## config.mk

```make
export PLATFORM = sky130hd
export DESIGN_NAME = multicycle_ctrl
export DESIGN_NICKNAME = d
export VERILOG_FILES = /design/src/rtl/multicycle_ctrl.sv
export SDC_FILE = /design/constraint.sdc
export NUM_CORES = 1
export LEC_CHECK = 0
export BUFFER_PORTS_ARGS = -buffer_cell sky130_fd_sc_hd__buf_4
export CAP_MARGIN = 20
export CORE_UTILIZATION = 52
export CTS_CLUSTER_DIAMETER = 30
export CTS_CLUSTER_SIZE = 16
export DETAILED_ROUTE_END_ITERATION = 8
export GPL_TIMING_DRIVEN = 0
export PLACE_DENSITY = 0.8
export SLEW_MARGIN = 25
export SYNTH_ARGS = -nofsm -noshare
export SYNTH_HDL_FRONTEND = slang
export SYNTH_SLANG_ARGS = --single-unit
```

## constraint.sdc

```tcl
create_clock -name clk -period 2.2 [get_ports clk]
set_input_delay 0.11 -clock clk [delete_from_list [all_inputs] [get_ports clk]]
set_output_delay 0.11 -clock clk [all_outputs]
set_load 0.1 [all_outputs]
```

## src/rtl/multicycle_ctrl.sv

```systemverilog
// Main control FSM for the multi-cycle CPU datapath (Moore, with mem_ready qualification).
// Optional instruction counter port instr_count enabled by `define MCTRL_PERF_CNT_EN.
module multicycle_ctrl #(
  parameter int unsigned MEM_WAIT_MAX = 15,
  parameter int unsigned WAIT_W       = 8
) (
  input  logic        clk,
  input  logic        rst_n,
  input  logic [5:0]  opcode,
  input  logic        zero,
  input  logic        mem_ready,
  output logic        PCWrite,
  output logic        PCWriteCond,
  output logic        IorD,
  output logic        MemRead,
  output logic        MemWrite,
  output logic        IRWrite,
  output logic        MemtoReg,
  output logic        RegDst,
  output logic        RegWrite,
  output logic        ALUSrcA,
  output logic [1:0]  ALUSrcB,
  output logic [1:0]  ALUOp,
  output logic [1:0]  PCSource,
  output logic        instr_done,
  output logic        trap,
  output logic [1:0]  trap_cause,
`ifdef MCTRL_PERF_CNT_EN
  output logic [31:0] instr_count,
`endif
  output logic [3:0]  state
);

  // state | meaning: RST 0 reset | FETCH 1 IR load | DECODE 2 branch target | MEMADR 3 address calc
  // MEMRD 4 load access | MEMWB 5 load writeback | MEMWR 6 store access | REX 7 R-type exec | RWB 8 R-type wb
  // BEQ 9 branch | AIEX 10 addi exec | AIWB 11 addi wb | JMP 12 jump | TRAP 15 halted until reset
  typedef enum logic [3:0] {
    S_RST    = 4'd0,
    S_FETCH  = 4'd1,
    S_DECODE = 4'd2,
    S_MEMADR = 4'd3,
    S_MEMRD  = 4'd4,
    S_MEMWB  = 4'd5,
    S_MEMWR  = 4'd6,
    S_REX    = 4'd7,
    S_RWB    = 4'd8,
    S_BEQ    = 4'd9,
    S_AIEX   = 4'd10,
    S_AIWB   = 4'd11,
    S_JMP    = 4'd12,
    S_TRAP   = 4'd15
  } state_t;

  localparam logic [5:0] OP_RTYPE = 6'b000000;
  localparam logic [5:0] OP_LW    = 6'b100011;
  localparam logic [5:0] OP_SW    = 6'b101011;
  localparam logic [5:0] OP_BEQ   = 6'b000100;
  localparam logic [5:0] OP_ADDI  = 6'b001000;
  localparam logic [5:0] OP_J     = 6'b000010;

  localparam logic [1:0] CAUSE_NONE = 2'b00;
  localparam logic [1:0] CAUSE_ILL  = 2'b01;
  localparam logic [1:0] CAUSE_TMO  = 2'b10;

  localparam logic [WAIT_W-1:0] WAIT_MAX = WAIT_W'(MEM_WAIT_MAX);

  state_t            state_q, state_d;
  logic [1:0]        cause_q, cause_d;
  logic [WAIT_W-1:0] wait_q, wait_d;
  logic              wait_state;
  logic              timeout;

  // The ALU zero flag is consumed by the datapath through PCWriteCond.
  logic unused_zero;
  assign unused_zero = zero;

  assign wait_state = (state_q == S_FETCH) || (state_q == S_MEMRD) || (state_q == S_MEMWR);
  assign timeout    = (wait_q == WAIT_MAX) && !mem_ready;

  always_ff @(posedge clk or negedge rst_n) begin
    if (!rst_n) begin
      state_q <= S_RST;
      cause_q <= CAUSE_NONE;
      wait_q  <= '0;
    end else begin
      state_q <= state_d;
      cause_q <= cause_d;
      wait_q  <= wait_d;
    end
  end

  always_comb begin
    state_d = state_q;
    cause_d = cause_q;
    case (state_q)
      S_RST:    state_d = S_FETCH;
      S_FETCH: begin
        if (mem_ready) begin
          state_d = S_DECODE;
        end else if (timeout) begin
          state_d = S_TRAP;
          cause_d = CAUSE_TMO;
        end
      end
      S_DECODE: begin
        case (opcode)
          OP_RTYPE:     state_d = S_REX;
          OP_LW, OP_SW: state_d = S_MEMADR;
          OP_BEQ:       state_d = S_BEQ;
          OP_ADDI:      state_d = S_AIEX;
          OP_J:         state_d = S_JMP;
          default: begin
            state_d = S_TRAP;
            cause_d = CAUSE_ILL;
          end
        endcase
      end
      S_MEMADR: state_d = (opcode == OP_SW) ? S_MEMWR : S_MEMRD;
      S_MEMRD: begin
        if (mem_ready) begin
          state_d = S_MEMWB;
        end else if (timeout) begin
          state_d = S_TRAP;
          cause_d = CAUSE_TMO;
        end
      end
      S_MEMWB:  state_d = S_FETCH;
      S_MEMWR: begin
        if (mem_ready) begin
          state_d = S_FETCH;
        end else if (timeout) begin
          state_d = S_TRAP;
          cause_d = CAUSE_TMO;
        end
      end
      S_REX:    state_d = S_RWB;
      S_RWB:    state_d = S_FETCH;
      S_BEQ:    state_d = S_FETCH;
      S_AIEX:   state_d = S_AIWB;
      S_AIWB:   state_d = S_FETCH;
      S_JMP:    state_d = S_FETCH;
      S_TRAP:   state_d = S_TRAP;
      default:  state_d = S_RST;
    endcase
  end

  // Counter only survives while the FSM sits in the same wait state; any entry clears it.
  always_comb begin
    wait_d = '0;
    if (wait_state && (state_d == state_q)) begin
      wait_d = (wait_q == WAIT_MAX) ? wait_q : wait_q + WAIT_W'(1);
    end
  end

  always_comb begin
    PCWrite     = 1'b0;
    PCWriteCond = 1'b0;
    IorD        = 1'b0;
    MemRead     = 1'b0;
    MemWrite    = 1'b0;
    IRWrite     = 1'b0;
    MemtoReg    = 1'b0;
    RegDst      = 1'b0;
    RegWrite    = 1'b0;
    ALUSrcA     = 1'b0;
    ALUSrcB     = 2'b00;
    ALUOp       = 2'b00;
    PCSource    = 2'b00;
    instr_done  = 1'b0;
    trap        = 1'b0;
    case (state_q)
      S_FETCH: begin
        MemRead = 1'b1;
        ALUSrcB = 2'b01;
        IRWrite = mem_ready;
        PCWrite = mem_ready;
      end
      S_DECODE: ALUSrcB = 2'b11;
      S_MEMADR: begin
        ALUSrcA = 1'b1;
        ALUSrcB = 2'b10;
      end
      S_MEMRD: begin
        MemRead = 1'b1;
        IorD    = 1'b1;
      end
      S_MEMWB: begin
        RegWrite   = 1'b1;
        MemtoReg   = 1'b1;
        instr_done = 1'b1;
      end
      S_MEMWR: begin
        MemWrite   = 1'b1;
        IorD       = 1'b1;
        instr_done = mem_ready;
      end
      S_REX: begin
        ALUSrcA = 1'b1;
        ALUOp   = 2'b10;
      end
      S_RWB: begin
        RegWrite   = 1'b1;
        RegDst     = 1'b1;
        instr_done = 1'b1;
      end
      S_BEQ: begin
        ALUSrcA     = 1'b1;
        ALUOp       = 2'b01;
        PCWriteCond = 1'b1;
        PCSource    = 2'b01;
        instr_done  = 1'b1;
      end
      S_AIEX: begin
        ALUSrcA = 1'b1;
        ALUSrcB = 2'b10;
      end
      S_AIWB: begin
        RegWrite   = 1'b1;
        instr_done = 1'b1;
      end
      S_JMP: begin
        PCWrite    = 1'b1;
        PCSource   = 2'b10;
        instr_done = 1'b1;
      end
      S_TRAP:  trap = 1'b1;
      default: ;
    endcase
  end

  assign trap_cause = cause_q;
  assign state      = state_q;

`ifdef MCTRL_PERF_CNT_EN
  logic [31:0] instr_cnt_q;

  // instr_done is never raised in TRAP, so the count freezes there.
  always_ff @(posedge clk or negedge rst_n) begin
    if (!rst_n) begin
      instr_cnt_q <= '0;
    end else if (instr_done) begin
      instr_cnt_q <= instr_cnt_q + 32'd1;
    end
  end

  assign instr_count = instr_cnt_q;
`endif

endmodule
```

==> results of run 1 <==
-- worst max-delay path, cell delays in order, from the launching register on --
cell       delay (ns)
dfrtp_1          0.45
or4_4            0.60
or2_4            0.31
a2111oi_4        0.37
buf_4            0.22
nor3_1           0.07
-- sequential cells by signal (all words and copies together) (netlist names) --
register    flops
wait_q          8
state           4
trap_cause      2
-- layer usage --
layer / vias to the layer above / track usage / share of wire
met5: - / 0 / 0
met2: 70 / 0.458 / 0.46
li1: 641 / - / -
met1: 620 / 0.428 / 0.43
met4: 0 / 0.0926 / 0.023
met3: 12 / 0.0818 / 0.083
-- stage by stage --
step | setup slack [ns] | hold slack (ns) | area (µm²)
2_1_floorplan | -0.338 | -0.186 | 1400
3_3_place_gp | 0.117 | -0.0376 | 1660
3_5_place_dp | 0.0500 | -0.0352 | 1660
4_1_cts | 0.0424 | 0.211 | 1720
5_1_grt | 0.00459 | 0.207 | 1720
6_report | 0.0684 | 0.203 | 1720
-- cells in the mapped netlist, types with 2 or more instances --
cell,count
nand2_1,8
clkbuf_1,11
o22ai_1,2
inv_1,5
and3_1,3
nand3_1,8
nor2_1,17
nor2b_1,2
dfrtp_1,14
o31a_1,2
xor2_1,5
nor3_1,11
a211oi_1,6
o31ai_1,2
a21oi_1,5
xnor2_1,5
nand2b_1,7
o21ai_0,7
o211a_1,3
nor4_1,6
or2_2,2
mux2i_1,2
nand4_1,2
-- logic make-up after synthesis --
kind of cell	count (synthesis)	synth area share
adders and majority gates	2	0.0185
and+or+nand+nor	73	0.319
buffers and inverters	18	0.0585
xor gates and xnor gates	10	0.0718
AOI/OAI and AO/OA	36	0.229
muxes	2	0.0164
DFF	14	0.287
-- what timing repair did --
action	4_1_cts	5_1_grt
hold endpoints to repair	14	0
gates resized for setup	0	4
setup endpoints to repair	5	12
setup buffers	2	0
hold buffers	1	0
pin swaps	1	0
-- cell type report --
class / count / area share
sequential: 14 / 0.211
multi-input combinational: 123 / 0.536
inverter: 5 / 0.0109
tap: 28 / 0.0203
clock buffer: 4 / 0.0211
timing repair buffer: 33 / 0.145
buffer: 12 / 0.0560
-- path summary, 6_finish.rpt --
path	from	endpoint	slack, ns	cells after the start
max	wait_q[4]$_DFFE_PN0P_	wait_q[1]$_DFFE_PN0P_	0.07	5
min reg2reg	trap_cause[0]$_DFFE_PN0P_	trap_cause[0]$_DFFE_PN0P_	0.57	1
min	rst_n	wait_q[6]$_DFFE_PN0P_	0.20	2
min in group clk	opcode[4]	state[2]$_DFF_PN0_	0.21	3
max reg2reg	wait_q[4]$_DFFE_PN0P_	wait_q[1]$_DFFE_PN0P_	0.07	5
max in group asynchronous	rst_n	state[3]$_DFF_PN0_	1.80	2
==> flow_metrics.tcl, run 1 <==
set metrics [dict create \
    synth_seq_area_share 0.287 \
    worstSetupStartpointType "flip-flop" \
    area_growth_syn_to_layout_pct 41.1 \
    mappedNetlistNets 166 \
    drt-wirelength-per-cell_um 15.7 \
    crit_fanout 7 \
    rsz0062_at_grt "no" \
    cts_made_buffers 3 \
    fin_crit_sh 0.969 \
    fmax_ghz 0.469 \
    avgSynthCellArea_um2 7.87 \
    fin_util 0.778 \
    rows 17 \
    wl_um 3440 \
    grt_pass1_wl_um 5780 \
    final.setup.tns_ns 0 \
    antenna_left 0 \
    final_cell_mix "buf_4, nor2_1, dfrtp_1" \
    synth-async-reset-ratio 1.00 \
    ys_ff_latch 14 \
    gr-total-overflow 0 \
    drc 0 \
    hold_class "input pin to async pin" \
    multi_input_area_um2 922 \
    die_h_um 50.4 \
    grt_max_degree 20 \
    netlist_area_mm2 0.00122 \
    slew_viol_final 0 \
    die_area_mm2 0.00254 \
    dpl.hpwl_um 2440 \
    antenna_found_initial 0 \
    htreeDepth 1 \
    status "complete, no violations" \
    synth.distinct_cells 43 \
    synthFlopType "dfrtp_1" \
    dp_cells 213 \
    clock-sinks 14 \
    drive_gt1_frac 0.387 \
    gp_congestion 0.938 \
    critPathKind "flip-flop to flip-flop" \
    first_pass_iters 4 \
    fillCellCount 167 \
    skew_ns 0.00316 \
    required_ns 2.37 \
    cts-root-buf "clkbuf_4" \
    synthCells 155 \
    core_area_mm2 0.00221 \
    endpoint_kind "flip-flop" \
    vias 1343 \
    fp.dieW_um 50.4 \
    yosys.area.top_type "dfrtp_1" \
    first_global_vias 1214 \
    instances_no_fill 219 \
    cts_tree "built" \
    clk_pin_slew_ns 0.09 \
    ys_top_cells_by_area "dfrtp_1, nor2_1, nor3_1" \
    clock_latency_ns 0.29 \
    vias_per_cell 6.13 \
    synth-edff-count 0 \
    nNetsFinal 203 \
    finalCriticalPeriod_ns 2.13 \
    grt_util_all_layers 0.306 \
    layout_commonest_cell "buf_4" \
    finalSetupViolCount 0 \
    clock_path_buffers 2 \
    antennaDiodeCount 0 \
    worstPathArrival_ns 2.30 \
    yosys_warnings 0 \
    worstMarginPinSlew_ns 0.408 \
    relSlewSlack 0.728 \
    drt-initial-drc-count 28 \
    seqCellArea_um2 363 \
    cap_violations 0 \
    initial_core_util 0.551 \
    io_pins 34 \
    synth_top_area_frac 0.287 \
    hold_viol 0 \
    portBuffers 30 \
]
Power of run 1 is left out: the tool's default activity adds up to more than one toggle a clock period on the data nets, which glitch-free logic cannot reach.
==> inputs of run 2 (changes only) <==
--- a/config.mk
+++ b/config.mk
@@ -7,12 +7,12 @@
 export LEC_CHECK = 0
 export BUFFER_PORTS_ARGS = -buffer_cell sky130_fd_sc_hd__buf_4
 export CAP_MARGIN = 20
-export CORE_UTILIZATION = 52
+export CORE_UTILIZATION = 50
 export CTS_CLUSTER_DIAMETER = 30
 export CTS_CLUSTER_SIZE = 16
 export DETAILED_ROUTE_END_ITERATION = 8
 export GPL_TIMING_DRIVEN = 0
-export PLACE_DENSITY = 0.8
+export PLACE_DENSITY = 0.77
 export SLEW_MARGIN = 25
 export SYNTH_ARGS = -nofsm -noshare
 export SYNTH_HDL_FRONTEND = slang
==> run 2 against run 1 <==
  * Cell count decreased by 0.46%
  * Utilization decreased by 1.8 points
  * Critical path depth unchanged
  * Largest cell class unchanged
==> flow_metrics.tcl, run 2 (synthesis results as in run 1) <==
set metrics [dict create \
    required_ns 2.35 \
    finalSetupViolCount 0 \
    clock_latency_ns 0.29 \
    dpl_cell_area_mm2 0.00166 \
    status "complete, no violations" \
    cts-root-buf "clkbuf_4" \
    clock-sinks 14 \
    layout_commonest_cell "buf_4" \
    skew_ns 0.00882 \
    worstMarginPinSlew_ns 0.385 \
    nNetsFinal 202 \
    vias 1331 \
    rr_worst_depth 5 \
    cts_made_buffers 3 \
    vias_per_cell 6.11 \
    io_pins 34 \
    fp.dieW_um 51.4 \
    crit_fanout 8 \
    grt_max_degree 20 \
    fin_area_mm2 0.00171 \
    seqCellArea_um2 363 \
    fin_util 0.760 \
    slew_viol_final 0 \
    initial_core_util 0.541 \
    dp_cells 213 \
    antenna_left 0 \
    rows 17 \
    antenna_found_initial 0 \
    fmax_ghz 0.476 \
    multi_input_area_um2 922 \
    rrSetupSlack_ns 0.10 \
    grt_pass1_wl_um 5250 \
    first_pass_iters 4 \
    endpoint "wait_q[0]$_DFFE_PN0P_" \
    final.setup.tns_ns 0 \
    wl_um 3320 \
    gp_congestion 0.925 \
    reg2reg_to "wait_q[0]$_DFFE_PN0P_" \
    die_h_um 51.4 \
    drive_gt1_frac 0.384 \
    clock_path_buffers 2 \
    startpoint "wait_q[4]$_DFFE_PN0P_" \
    r2r_start "wait_q[4]$_DFFE_PN0P_" \
    gr-total-overflow 0 \
    finalCriticalPeriod_ns 2.10 \
    hold_class "input pin to async pin" \
    worstSetupStartpointType "flip-flop" \
    drt-wirelength-per-cell_um 15.2 \
    final_cell_mix "buf_4, nor2_1, dfrtp_1" \
    antennaDiodeCount 0 \
    largest_register_ffs 8 \
    core_area_mm2 0.00225 \
    instances_no_fill 218 \
    worstPathArrival_ns 2.25 \
    drc 0 \
    htreeDepth 1 \
    grt_util_all_layers 0.265 \
    die_area_mm2 0.00264 \
    cap_violations 0 \
    cts_tree "built" \
    clk_pin_slew_ns 0.09 \
    fillCellCount 170 \
    relSlewSlack 0.741 \
    endpoint_kind "flip-flop" \
    first_global_vias 1190 \
    top_register "wait_q" \
    critPathKind "flip-flop to flip-flop" \
    rsz0062_at_grt "no" \
    hold_viol 0 \
    fin_crit_sh 0.954 \
    portBuffers 30 \
    dpl.hpwl_um 2540 \
    drt-initial-drc-count 32 \
    area_growth_syn_to_layout_pct 40.5 \
]
-- run 2: how the worst min path moves through the flow --
stage                                        to  cells after the start
after floorplan              state[0]$_DFF_PN0_                      0
after global placement    wait_q[5]$_DFFE_PN0P_                      1
after detailed placement  wait_q[5]$_DFFE_PN0P_                      1
after CTS                 wait_q[5]$_DFFE_PN0P_                      2
after global routing      wait_q[5]$_DFFE_PN0P_                      2
final                        state[2]$_DFF_PN0_                      2
-- run 2: timing repair --
| item | in CTS | in global routing |
|---|---|---|
| hold endpoints to repair | 14 | 0 |
| setup buffers | 0 | 1 |
| endpoints found under the setup margin | 1 | 10 |
| resized for setup | 0 | 3 |
| hold buffers | 1 | 0 |
| pin swaps | 0 | 1 |
-- run 2: area by class of cell --
type / instances / area share
flip-flops and latches: 14 / 0.212
repair buffers: 32 / 0.142
well taps: 28 / 0.0204
clock buffers: 4 / 0.0212
inverters: 5 / 0.0109
multi-input cells: 123 / 0.538
plain buffers: 12 / 0.0562
-- run 2: through the flow --
stage                     hold WS [ns]  setup WS, ns
after detailed placement       -0.0351        0.0465
after CTS                        0.193        0.0307
final                            0.210         0.101
after floorplan                 -0.186        -0.338
after global routing             0.206       0.00612
after global placement         -0.0378         0.117
-- run 2: critical path: stages, from the launching register on --
cell and delay, ns:
dfrtp_1 0.45, or4_4 0.60, or2_4 0.30, a2111oi_4 0.33
buf_4 0.21, nor3_1 0.07
-- run 2: layer usage --
metal / share of wire / track usage / up-vias
li1: - / - / 641
met1: 0.44 / 0.351 / 645
met2: 0.50 / 0.435 / 45
met3: 0.061 / 0.0714 / 0
met4: 0 / 0.0405 / 0
met5: 0 / 0 / -
Power of run 2 is left out for the same reason.
